**config.mk**
```make
export PLATFORM = sky130hd
export DESIGN_NAME = game_round_ctrl
export DESIGN_NICKNAME = d
export VERILOG_FILES = /design/src/rtl/game_round_ctrl.sv
export SDC_FILE = /design/constraint.sdc
export NUM_CORES = 1
export LEC_CHECK = 0
export CAP_MARGIN = 5
export CORE_MARGIN = 4
export CORE_UTILIZATION = 35
export CTS_BUF_LIST = sky130_fd_sc_hd__clkbuf_8
export DETAILED_ROUTE_END_ITERATION = 16
export GPL_TIMING_DRIVEN = 0
export HOLD_SLACK_MARGIN = 0.06
export PLACE_DENSITY = 0.54
export SYNTH_ARGS = -nofsm -noshare
export SYNTH_HDL_FRONTEND = slang
export SYNTH_SLANG_ARGS = --single-unit
```
**constraint.sdc**
```tcl
create_clock -name i_clk -period 5.34 [get_ports i_clk]
set_input_delay 1.068 -clock i_clk [delete_from_list [all_inputs] [get_ports i_clk]]
set_output_delay 1.068 -clock i_clk [all_outputs]
set_load 0.02 [all_outputs]
```
**src/rtl/game_round_ctrl.sv**
```systemverilog
// Round sequencer for the target-shooting game: spawn, timed round, score/miss bookkeeping, game over.
// Latency: spawn_req one cycle after a start rise; hit_ack/miss_ack one cycle after the deciding edge.
// Backpressure: SPAWN waits indefinitely for i_spawn_ack; no other stall points.
//
// Ports:
//   i_clk, i_resetn          108 MHz pixel clock, async active-low reset
//   i_start                  start button (edge detected internally)
//   i_level[2:0]             difficulty, latched at game start
//   i_hit                    hit-detect level from hit_detect
//   i_spawn_ack              position generator has new coordinates
//   o_spawn_req              request a new target position (SPAWN state)
//   o_round_active           target live (ACTIVE state)
//   o_hit_ack / o_miss_ack   registered one-cycle result pulses
//   o_score[7:0]             hits this game, saturating
//   o_misses[3:0]            misses this game, saturating
//   o_time_left_ms[15:0]     remaining round time, 0 outside ACTIVE
//   o_game_end               high in GAMEOVER
module game_round_ctrl #(
  parameter int TICK_DIV        = 108000,
  parameter int BASE_TIMEOUT_MS = 2000,
  parameter int LEVEL_STEP_MS   = 250,
  parameter int MIN_TIMEOUT_MS  = 250,
  parameter int WIN_SCORE       = 15,
  parameter int MAX_MISSES      = 3
) (
  input  logic        i_clk,
  input  logic        i_resetn,
  input  logic        i_start,
  input  logic [2:0]  i_level,
  input  logic        i_hit,
  input  logic        i_spawn_ack,
  output logic        o_spawn_req,
  output logic        o_round_active,
  output logic        o_hit_ack,
  output logic        o_miss_ack,
  output logic [7:0]  o_score,
  output logic [3:0]  o_misses,
  output logic [15:0] o_time_left_ms,
  output logic        o_game_end
);

  localparam int PW = (TICK_DIV > 1) ? $clog2(TICK_DIV) : 1;
  localparam logic [PW-1:0]     PRESC_MAX = PW'(TICK_DIV - 1);
  localparam logic signed [16:0] BASE_S   = 17'(BASE_TIMEOUT_MS);
  localparam logic signed [16:0] STEP_S   = 17'(LEVEL_STEP_MS);
  localparam logic signed [16:0] MIN_S    = 17'(MIN_TIMEOUT_MS);
  localparam logic [15:0]        MIN_U    = 16'(MIN_TIMEOUT_MS);

  typedef enum logic [2:0] {
    S_IDLE,
    S_SPAWN,
    S_ACTIVE,
    S_SCORE,
    S_GAMEOVER
  } state_t;

  state_t          r_state;
  state_t          w_state_nxt;
  logic            r_start_q;
  logic [2:0]      r_level_q;
  logic [PW-1:0]   r_presc;
  logic [15:0]     r_timer;
  logic [7:0]      r_score;
  logic [3:0]      r_misses;
  logic            r_hit_ack;
  logic            r_miss_ack;

  logic            w_start_rise;
  logic            w_tick;
  logic            w_final_tick;
  logic            w_hit_evt;
  logic            w_miss_evt;
  logic            w_game_start;
  logic            w_round_load;
  logic            w_game_over;
  logic signed [16:0] w_level_s;
  logic signed [16:0] w_t_calc;
  logic [15:0]     w_t_load;

  assign w_start_rise = i_start & ~r_start_q;
  assign w_tick       = (r_state == S_ACTIVE) && (r_presc == PRESC_MAX);
  assign w_final_tick = w_tick && (r_timer == 16'd1);
  // A hit on the final tick wins: the miss is suppressed.
  assign w_hit_evt    = (r_state == S_ACTIVE) && i_hit;
  assign w_miss_evt   = w_final_tick && !i_hit;
  assign w_game_start = ((r_state == S_IDLE) || (r_state == S_GAMEOVER)) && w_start_rise;
  assign w_round_load = (r_state == S_SPAWN) && i_spawn_ack;
  assign w_game_over  = (r_score >= 8'(WIN_SCORE)) || (r_misses >= 4'(MAX_MISSES));

  // Signed so that high levels go negative and clamp to the floor instead of wrapping.
  assign w_level_s = signed'({14'd0, r_level_q});
  assign w_t_calc  = BASE_S - (w_level_s * STEP_S);
  assign w_t_load  = (w_t_calc < MIN_S) ? MIN_U : w_t_calc[15:0];

  // State register
  always_ff @(posedge i_clk or negedge i_resetn) begin
    if (!i_resetn) begin
      r_state <= S_IDLE;
    end else begin
      r_state <= w_state_nxt;
    end
  end

  // Next-state logic
  always_comb begin
    w_state_nxt = r_state;
    unique case (r_state)
      S_IDLE:     if (w_start_rise) w_state_nxt = S_SPAWN;
      S_SPAWN:    if (i_spawn_ack) w_state_nxt = S_ACTIVE;
      S_ACTIVE:   if (w_hit_evt || w_miss_evt) w_state_nxt = S_SCORE;
      S_SCORE:    w_state_nxt = w_game_over ? S_GAMEOVER : S_SPAWN;
      S_GAMEOVER: if (w_start_rise) w_state_nxt = S_SPAWN;
      default:    w_state_nxt = S_IDLE;
    endcase
  end

  // Output decode
  always_comb begin
    o_spawn_req    = 1'b0;
    o_round_active = 1'b0;
    o_time_left_ms = 16'd0;
    o_game_end     = 1'b0;
    unique case (r_state)
      S_SPAWN:  o_spawn_req = 1'b1;
      S_ACTIVE: begin
        o_round_active = 1'b1;
        o_time_left_ms = r_timer;
      end
      S_GAMEOVER: o_game_end = 1'b1;
      default: ;
    endcase
  end

  // Datapath: start edge, level latch, round timer, counters, result pulses
  always_ff @(posedge i_clk or negedge i_resetn) begin
    if (!i_resetn) begin
      r_start_q  <= 1'b0;
      r_level_q  <= 3'd0;
      r_presc    <= '0;
      r_timer    <= 16'd0;
      r_score    <= 8'd0;
      r_misses   <= 4'd0;
      r_hit_ack  <= 1'b0;
      r_miss_ack <= 1'b0;
    end else begin
      r_start_q  <= i_start;
      r_hit_ack  <= w_hit_evt;
      r_miss_ack <= w_miss_evt;

      if (w_game_start) begin
        r_score   <= 8'd0;
        r_misses  <= 4'd0;
        r_level_q <= i_level;
      end else begin
        if (w_hit_evt && (r_score != 8'hFF)) r_score <= r_score + 8'd1;
        if (w_miss_evt && (r_misses != 4'hF)) r_misses <= r_misses + 4'd1;
      end

      if (w_round_load) begin
        r_timer <= w_t_load;
        r_presc <= '0;
      end else if (r_state == S_ACTIVE) begin
        if (w_tick) begin
          r_presc <= '0;
          if (r_timer != 16'd0) r_timer <= r_timer - 16'd1;
        end else begin
          r_presc <= r_presc + 1'b1;
        end
      end
    end
  end

  assign o_hit_ack  = r_hit_ack;
  assign o_miss_ack = r_miss_ack;
  assign o_score    = r_score;
  assign o_misses   = r_misses;

endmodule

```
==> results by group <==
Synthesis
  • Most area-hungry cell type in the Yosys netlist: dfrtp_1
  • Mean Syn Cell Area: 9.17 um2
  • Synth Flop Type: dfrtp_1
  • Syn Std Cell Area: 3610 um2
  • #FFs+latches synth: 54
  • Post-synth ARST share: 100%
  • Top-count cell post-synth: dfrtp_1
  • Synth area leaders: dfrtp_1, ha_1, xnor2_1
  • EDFF count, synth: 0
  • Post-synth top cells: dfrtp_1, nor2_1, nand2_1, nand3_1, nor3_1
  • Synth Warn #: 0
  • Yosys top cell area share: 37.4%
  • Yosys cell types: 67
  • Register area share after synthesis: 37.4%
  • Synthesized instance count: 394
  • Post-synth net total: 421

Final layout
  • Area Overhead vs Synth: 18.8%
  • Cell area after layout: 4300 um2
  • Share of layout cells above drive strength 1: 6.09%
  • # diodes: 0
  • Fillers: 1006
  • Final core utilization: 43.3%
  • Nets: 469

Floorplan
  • Die area: 12000 um2
  • Row count: 36
  • Die H: 110 um
  • Initial core utilization: 36.5%
  • Core area: 9910 um2
  • I/O pin total: 41
  • Die span in x: 110 um

Timing
  • Period utilization: 82.3%
  • RSZ-0062 raised after global routing: no
  • Setup TNS: 0 ps
  • Worst-Margin Slew: 1110 ps
  • Clock Skew: 15.1 ps
  • Min cycle time layout: 4390 ps
  • Min Hold Slack: 533 ps
  • Final Hold Vio Count: 0
  • Max_slew headroom: 24.0%
  • Final setup fails: 0
  • Max frequency: 0.228 GHz
  • Max-slew violations: 0

Clock tree
  • Reg clk slew, reported paths: 110 ps
  • Post-CTS sizing: 0
  • H-Tree Level Count: 2
  • Setup Fix Bufs, Post-CTS: 0
  • Clock Path Buffers: 2
  • Hold-fix buffer count after cts: 0
  • CTS tree: yes
  • Cts bufs inserted: 5
  • Clock latency on the worst-skew pair: 310 ps
  • Clk sinks: 54
  • Root Driver: clkbuf_8

Placed design
  • I/O Buffers: 40
  • GPL Wtd Cong: 0.856
  • Post-DP Area: 4200 um2
  • Hpwl dp: 6750 um

Setup path
  • Crit-path leading delay family: adder cells
  • Critical-path maximum fanout: 8
  • Slowest cell on crit path: fa_1
  • Critical Path AT: 4560 ps
  • Crit-path cells: inv_1 > fa_1 > xnor2_1 > ha_1 > a21oi_1 > fa_1 > inv_1 > o2111ai_1 > nor2_1 > a21oi_1 > nor4bb_1 > ha_1 > nor2_1 > a32o_1 > o21ai_0
  • CP bufs+invs: 2
  • Worst setup EP type: flip-flop
  • Crit path required time: 5510 ps
  • Slowest stage delay, CP: 700 ps
  • Startpoint type of the worst setup path: flip-flop
  • WS Path Type: flip-flop to flip-flop

Flow run
  • MaxCap Viol Count: 0

Route
  • Via count: 3090
  • Vias/cell: 5.36
  • First-pass iteration count of the detailed router: 4
  • ANT nets after route: 0
  • Wire length per cell: 15.3 um
  • Drt drc: 0
  • Final WL: 8790 um
  • 1st-iter DRT viols: 128

Pwr
  • Leak: 1.79 nW
  • PnR Total Power: 0.00218 W
  • Worst IR Drop VDD: 270 uV
  • PwrDens: 508 nW/um2

GRT
  • Total GRT Usage: 15.7%
  • First-pass GRT wire length: 15100 um
  • Initial antenna violation count: 0
  • Gr ovfl total: 0
  • Number of global-route vias before repair: 2988
  • Largest net degree at the start of global routing: 29

Min path
  • Hold WC Path Type: flip-flop to flip-flop

Outcome
  • Outcome: complete, no violations
-- sequential cells by signal, summed over array words and instances (netlist names) --
name,flops
r_state,3
o_hit_ack,1
o_misses,4
r_timer,16
r_presc,17
o_score,8
r_start_q,1
o_miss_ack,1
r_level_q,3
-- metrics by stage --
| stage | cells | setup slack, ps |
|---|---|---|
| final | 576 | 947 |
| after detailed placement | 568 | 878 |
| after global placement | 567 | 888 |
| after floorplan | 394 | 1520 |
| after CTS | 576 | 867 |
| after global routing | 576 | 527 |
-- report_power, final --
part	total, W	internal, W	switching (W)
registers	0.000603	0.000492	0.000111
clock network	0.000250	0.000107	0.000143
logic	0.00133	0.000529	0.000802
total	0.00218	0.00113	0.00106
-- per-layer routing --
layer / global-route usage [%] / up-vias / wire, um
li1: - / 1552 / -
met1: 22.9 / 1479 / 4440
met2: 24.5 / 50 / 3950
met3: 2.00 / 9 / 280
met4: 4.45 / 0 / 114
met5: 0 / - / 0
-- worst paths after layout --
| kind | startpoint | endpoint | slack, ps | cells past startpoint |
|---|---|---|---|---|
| worst min-delay path | r_presc[13] | r_presc[13] | 530 | 1 |
| min in group asynchronous | i_resetn | o_score[3] | 770 | 1 |
| worst max-delay path | r_level_q[0] | r_timer[7] | 950 | 15 |
| worst max register to register | r_level_q[0] | r_timer[7] | 950 | 15 |
| worst min register to register | r_presc[13] | r_presc[13] | 530 | 1 |
| max in group asynchronous | i_resetn | r_timer[0] | 3970 | 2 |
-- layout make-up --
class                      count  area, um2  area share, %
multi-input combinational    310       2130           49.7
sequential                    54       1350           31.5
timing repair buffer          41        415           9.67
tap                          133        166           3.87
clock buffer                   6       82.6           1.92
inverter                      18       68.8           1.60
buffer                        12       60.1           1.40
clock inverter                 2       16.3          0.379
-- cell families after synthesis --
group / Yosys count / synth area share (%)
xor gates and xnor gates: 30 / 7.27
AOI/OAI and AO/OA: 79 / 15.4
DFF: 54 / 37.4
and+or+nand+nor: 178 / 28.0
adders and majority gates: 19 / 7.20
muxes: 4 / 1.14
buffers and inverters: 30 / 3.57
-- cell usage in the layout (no fill, tap or decap), drive strengths merged, types with 4 or more instances in the layout --
cell type / netlist / layout
o311ai: 4 / 4
nand4: 17 / 17
xor2: 15 / 15
ha: 16 / 16
a31oi: 5 / 5
dfrtp: 54 / 54
nand3: 19 / 19
clkbuf: 8 / 14
o21ai: 16 / 16
nand2: 29 / 29
and3: 7 / 7
nor2: 32 / 32
or3: 6 / 6
o211ai: 7 / 7
nand3b: 4 / 4
nor4: 7 / 7
nor3b: 4 / 4
buf: 4 / 6
clkdlybuf4s50: 0 / 39
a21oi: 15 / 15
nor3: 18 / 18
and2: 17 / 17
xnor2: 15 / 15
nand2b: 6 / 6
inv: 17 / 18
Power figures use the tool's default switching activity.
